--- config.mk ---
export PLATFORM = sky130hd
export DESIGN_NAME = lcb_word_assembler
export DESIGN_NICKNAME = d
export VERILOG_FILES = /design/src/rtl/lcb_word_assembler.sv
export SDC_FILE = /design/constraint.sdc
export NUM_CORES = 1
export LEC_CHECK = 0
export ABC_AREA = 1
export CORE_AREA = 2 2 80 82
export DETAILED_ROUTE_END_ITERATION = 10
export DIE_AREA = 0 0 82 84
export GPL_TIMING_DRIVEN = 1
export SYNTH_ARGS = -nofsm -noshare
export SYNTH_HDL_FRONTEND = slang
export SYNTH_SLANG_ARGS = --single-unit
--- constraint.sdc ---
create_clock -name clk -period 1.8 [get_ports clk]
set_input_delay 0.18 -clock clk [delete_from_list [all_inputs] [get_ports clk]]
set_output_delay 0.18 -clock clk [all_outputs]
set_load 0.05 [all_outputs]
--- src/rtl/lcb_word_assembler.sv ---
// lcb_word_assembler
//   Rebuilds 12-bit orbit words from the LCB byte stream and writes them into a
//   2048-entry RAM. A frame is the HEADER byte followed by N_WORDS byte pairs
//   (high byte = word[11:4], low nibble of the second byte = word[3:0]).
//
// Ports
//   clk       80 MHz system clock
//   rst       synchronous active-low reset
//   iData     received byte from the UART receiver
//   iValid    one-cycle strobe qualifying iData
//   iSync     buffer-swap strobe: address back to 0, frame abandoned
//   oWord     assembled word (registered)
//   oWE       one-cycle write strobe for oWord / oWrAddr
//   oWrAddr   RAM address of the current oWord
//   oDone     pulses together with the oWE of the last word of a frame
//   oTimeout  pulses when a frame is abandoned after an inter-byte gap
//
// state | meaning
// ------+---------------------------------------------------
// IDLE  | hunting for HEADER, all other bytes discarded
// HI    | waiting for the high byte of the next word
// LO    | high byte latched, waiting for the low byte
module lcb_word_assembler #(
    parameter logic [7:0] HEADER  = 8'hA5,
    parameter int         N_WORDS = 16,
    parameter int         TIMEOUT = 800
) (
    input  logic        clk,
    input  logic        rst,
    input  logic [7:0]  iData,
    input  logic        iValid,
    input  logic        iSync,
    output logic [11:0] oWord,
    output logic        oWE,
    output logic [10:0] oWrAddr,
    output logic        oDone,
    output logic        oTimeout
);

    localparam int             GAP_W     = $clog2(TIMEOUT + 1);
    localparam logic [GAP_W-1:0] GAP_LAST = GAP_W'(TIMEOUT - 1);
    localparam logic [7:0]     LAST_WORD = 8'(N_WORDS - 1);

    typedef enum logic [1:0] {
        IDLE = 2'd0,
        HI   = 2'd1,
        LO   = 2'd2
    } stateType;

    stateType         state;
    stateType         stateNext;
    logic [7:0]       hiLatch;
    logic [7:0]       wordCnt;
    logic [GAP_W-1:0] gapCnt;

    logic gapExpired;
    logic lastWord;
    logic headerSeen;
    logic hiStrobe;
    logic wordStrobe;
    logic frameDone;
    logic timeoutHit;

    assign gapExpired = (gapCnt == GAP_LAST);
    assign lastWord   = (wordCnt == LAST_WORD);

    // State register
    always_ff @(posedge clk) begin
        if (!rst) begin
            state <= IDLE;
        end else begin
            state <= stateNext;
        end
    end

    // Next-state logic; iSync overrides everything, a byte beats the timeout
    always_comb begin
        stateNext = state;
        if (iSync) begin
            stateNext = IDLE;
        end else begin
            case (state)
                IDLE: if (iValid && iData == HEADER) stateNext = HI;
                HI: begin
                    if (iValid)          stateNext = LO;
                    else if (gapExpired) stateNext = IDLE;
                end
                LO: begin
                    if (iValid)          stateNext = lastWord ? IDLE : HI;
                    else if (gapExpired) stateNext = IDLE;
                end
                default: stateNext = IDLE;
            endcase
        end
    end

    // Output decode (registered in the datapath below)
    always_comb begin
        headerSeen = 1'b0;
        hiStrobe   = 1'b0;
        wordStrobe = 1'b0;
        frameDone  = 1'b0;
        timeoutHit = 1'b0;
        if (!iSync) begin
            headerSeen = (state == IDLE) && iValid && (iData == HEADER);
            hiStrobe   = (state == HI) && iValid;
            wordStrobe = (state == LO) && iValid;
            frameDone  = wordStrobe && lastWord;
            timeoutHit = (state != IDLE) && !iValid && gapExpired;
        end
    end

    always_ff @(posedge clk) begin
        if (!rst) begin
            oWord    <= 12'h000;
            oWE      <= 1'b0;
            oWrAddr  <= 11'h000;
            oDone    <= 1'b0;
            oTimeout <= 1'b0;
            hiLatch  <= 8'h00;
            wordCnt  <= 8'h00;
            gapCnt   <= '0;
        end else begin
            oWE      <= wordStrobe;
            oDone    <= frameDone;
            oTimeout <= timeoutHit;

            if (wordStrobe) oWord <= {hiLatch, iData[3:0]};
            if (hiStrobe)   hiLatch <= iData;

            // Address moves on in the cycle after the write so oWrAddr
            // always matches the oWord being strobed; wraps naturally.
            if (iSync)    oWrAddr <= 11'h000;
            else if (oWE) oWrAddr <= oWrAddr + 11'd1;

            if (headerSeen)      wordCnt <= 8'h00;
            else if (wordStrobe) wordCnt <= wordCnt + 8'd1;

            if (iValid || iSync || state == IDLE || gapExpired) gapCnt <= '0;
            else                                                gapCnt <= gapCnt + 1'b1;
        end
    end

endmodule

# Word-level counts from Yosys, hierarchy flattened
# Index checks and enable logic that the tools add are counted.
# word_totals
reg_bits,54
input_bits,12
out_inout_bits,26
word_cells,45
# op_classes
n_addsub,3
eq_ne,6
n_mux,9
bitwise_logic,1
reduce_logical,17
# ops
operator,n
"adder 11 x 1 -> 11 bit, second input constant",1
"adder 10 x 1 -> 10 bit, second input constant",1
"== test 10 bit, second input constant",1
"adder 8 x 1 -> 8 bit, second input constant",1
"== test 8 x 4 -> 1 bit, second input constant",1
"== test 8 bit, second input constant",1
logical AND 1 bit,8
two-way mux 2 bit,4
case mux 2 bit (3 select lines),1
OR reduction 2 bit,3
two-way mux 1 bit,4
logical OR 1 bit,3
"== test 2 x 1 -> 1 bit, second input constant",1
"== test 2 bit, second input constant",1
logical NOT 2 bit,1
"inequality test 2 bit, second input constant",1
nonzero test 2 bit,1
logical NOT 1 bit,1
NOT 1 bit,1

# Logic depth before layout (Yosys ltp)
# logic_depth
depth_word,5
ltp_mapped,8
mapped_depth_nobuf,8

# Least setup slack after synthesis
# No wires, ideal clock.
# synth_timing
path_kind,flip-flop to flip-flop
startpoint,register oWrAddr[0]
endpoint,register oWrAddr[10]
setup_ns,0.113
arrival_time_ns,1.493
t_required_ns,1.687
slack_ns,0.194
stages_incl_launch_ff,7
path_buffers,0
synth_period_minus_slack_ns,1.606
path_cell_list,dfxtp_1 > ha_1 > nand3_1 > nor2_1 > nand3_1 > nor2_1 > nor2_1
# synth_via
elab_chain_len,1
# synth_rtl
element,line,source
"start, declared",35,"output logic [10:0] oWrAddr,"
"start signal, assigned",134,else if (oWE) oWrAddr <= oWrAddr + 11'd1;
adder 11 x 1 -> 11 bit,134,
# No other way between the ends.
# A chain may end at the register's enable or synchronous reset.

# Worst setup path in the final report
# layout_timing
startpoint,register oWrAddr[0]
endpoint,output oWrAddr[0]
# No word-level cell between the ends.

==> results.yml <==
timing:
  hold_viol: 0
  rsz0062_at_grt: "no"
  finalSetupViolCount: 0
  fin_crit_sh_pct: 95.80
  min_period_ns: 1.724
  skew_ns: 0.009566
  tightest_slew_ns: 0.5128
  drv_slew: 0
  clock.fmax_mhz: 579.9
  slew-limit-headroom_pct: 65.71
  fin_tns_setup_ns: 0
logic_synthesis:
  yosysMostFrequentCell: "nor2_1"
  netlist_instances: 312
  syn_area_per_cell_sq_um: 7.443
  synth_seq_area_share_pct: 46.55
  syn-cell-area_sq_um: 2322
  synth_edf_count: 0
  ys_warn_count: 0
  synth_async_sr_flop_share_pct: 0
  ys_top_cells_by_count: "nor2_1 (66), dfxtp_1 (54), nand2_1 (54)"
  yosys.area.top_type: "dfxtp_1"
  yosysUniqueCellTypes: 32
  ys_ff_latch: 54
  netlist.area_leader.share_pct: 46.55
  synth.area.top_cells: "dfxtp_1 (47%), nor2_1 (11%), nand2_1 (8.7%)"
  synthFlopType: "dfxtp_1"
  syn-num-nets: 327
worst_setup_path:
  crit_family: "buffers and inverters"
  worstPathRequired_ns: 1.62
  critPathKind: "reg2out"
  end_kind: "output pin"
  crit_chain: "clkdlybuf4s50_1"
  worst-path-stages: 1
  reg2reg_slack_ns: 0.44
  rr_worst_depth: 7
  cp.arrival_ns: 1.54
  crit_buf_inv: 1
  r2r-start: "oWrAddr[0]"
  cpPeakStageDelay_ns: 0.83
  r2r_end: "oWrAddr[10]"
  cp_max_fo: 5
  critPathSlowestCell: "clkdlybuf4s50_1"
  worst_setup_path_start_kind: "register"
clock_network:
  ctsHoldBuffers: 0
  cts_setup_buffers: 0
  cts_buffers: 5
  root_buffer: "clkbuf_8"
  htree_levels: 2
  clock_tree.buffer_depth: 2
  cts_tree: "done"
  cts_sinks: 54
  clk_latency_ns: 0.31
  clkTransAtPathRegs_ns: 0.09
  cts-resized-gates: 0
placed_design:
  place_congestion: 0.7366
  io_buffer_count: 37
  post_dp_cell_area_sq_um: 2766
  hpwl_um: 3299
grt:
  grt_max_degree: 22
  grt_overflow: 0
  grt_pass1_vias: 1833
  gr-usage-all-layers_pct: 14.67
  grt_first_pass_wirelength_um: 8031
  grt_antenna_before_repair: 0
die:
  fp.dieW_um: 82
  dieArea_sq_um: 6888
  die_h_um: 84
  design.core.area_sq_um: 6096
  num_rows: 29
  start_util_pct: 38.10
  io_pins: 38
drt:
  vias: 1995
  ant_nets: 0
  drcViolationCount: 0
  drt_first_pass_iters: 4
  drt_wl_total_um: 4594
  vias_per_cell: 4.629
  routedWlPerCell_um: 10.66
  drt_iter0_drc: 56
finish:
  drive_above_1_share_pct: 6.780
  final_area_sq_um: 2846
  diodes: 0
  area_growth_pct: 22.58
  num-nets-final: 369
outcome:
  run_status: "complete, no violations"
worst_hold_path:
  hp-start: "iData[4]"
  hold_depth: 3
  holdPathEnd: "hiLatch[4]"
  hp-class: "in2reg"
pwr:
  leakagePower_nw: 1.064
  ir_drop_mv: 0.3028
  p_per_area_nw_per_um2: 674.9
flow_run:
  maxCapViolations: 0
==> stage by stage <==
stage / hold WS (ns) / cells / setup WS, ns / util (%) / total power, mW
after global placement: 0.4299 / 424 / 0.09074 / 45.38 / 1.295
after floorplan: 0.2974 / 312 / 0.1944 / - / 1.255
after CTS: 0.4306 / 431 / 0.05925 / 46.70 / 1.953
final: 0.4412 / 431 / 0.07566 / 46.70 / 1.921
after detailed placement: 0.4394 / 424 / 0.06926 / 45.38 / 1.295
after global routing: 0.4389 / 431 / 0.01249 / 46.70 / 2.013
==> placed cells by master (no fill, tap or decap), drive strengths merged, types with 2 or more instances in the layout <==
master / synthesis / routed
clkdlybuf4s50: 0 / 37
nand2: 56 / 56
xor2: 3 / 3
a21oi: 26 / 26
ha: 3 / 3
nor2: 71 / 71
buf: 3 / 3
nor3b: 2 / 2
clkbuf: 2 / 6
inv: 34 / 34
nor3: 4 / 4
xnor2: 2 / 2
nand3: 17 / 17
dfxtp: 54 / 54
o21ai: 24 / 24
nand4: 4 / 4
==> layer usage <==
layer  vias to the layer above  track usage, %  part of all wire [%]
met3                         5           3.463                   3.7
met5                         -               0                     0
met4                         0           5.606                   1.4
met2                        25           22.47                    44
met1                       886           19.77                    50
li1                       1079               -                     -
==> kinds of logic after synthesis <==
| group | share of synthesized area [%] |
|---|---|
| xor+xnor | 1.886 |
| compound gates | 12.18 |
| flops | 46.55 |
| simple gates | 29.96 |
| fa+ha+maj | 1.617 |
| buf+inv | 7.812 |
==> how the worst max path moves through the flow <==
stage                        endpoint       start  slack, ns
after floorplan           oWrAddr[10]  oWrAddr[0]       0.19
after global placement     wordCnt[4]      iValid       0.09
after detailed placement   wordCnt[3]      iValid       0.07
after CTS                  oWrAddr[6]  oWrAddr[6]       0.06
after global routing       oWrAddr[0]  oWrAddr[0]       0.01
final                      oWrAddr[0]  oWrAddr[0]       0.08
==> sequential cells by signal, summed over array words and instances, names as in the netlist <==
name	count
oDone	1
oWE	1
wordCnt	8
oWrAddr	11
gapCnt	10
oTimeout	1
oWord	12
state	2
hiLatch	8
==> power breakdown <==
group | internal (mW) | total [mW] | switching [mW]
Sequential | 1.19 | 1.19 | 0.0000964
Combinational | 0.0338 | 0.0724 | 0.0385
Clock | 0.268 | 0.655 | 0.387
Total | 1.50 | 1.92 | 0.426
==> layout make-up <==
| cell class | instances | area, sq um |
|---|---|---|
| Fill cell | 614 | 3249 |
| Clock buffer | 6 | 72.57 |
| Inverter | 35 | 136.4 |
| Multi-Input combinational cell | 218 | 1060 |
| Tap cell | 77 | 96.34 |
| Clock inverter | 1 | 7.507 |
| Timing Repair Buffer | 40 | 392.9 |
| Sequential cell | 54 | 1081 |
Note: power is estimated with default switching activity, not from simulation.
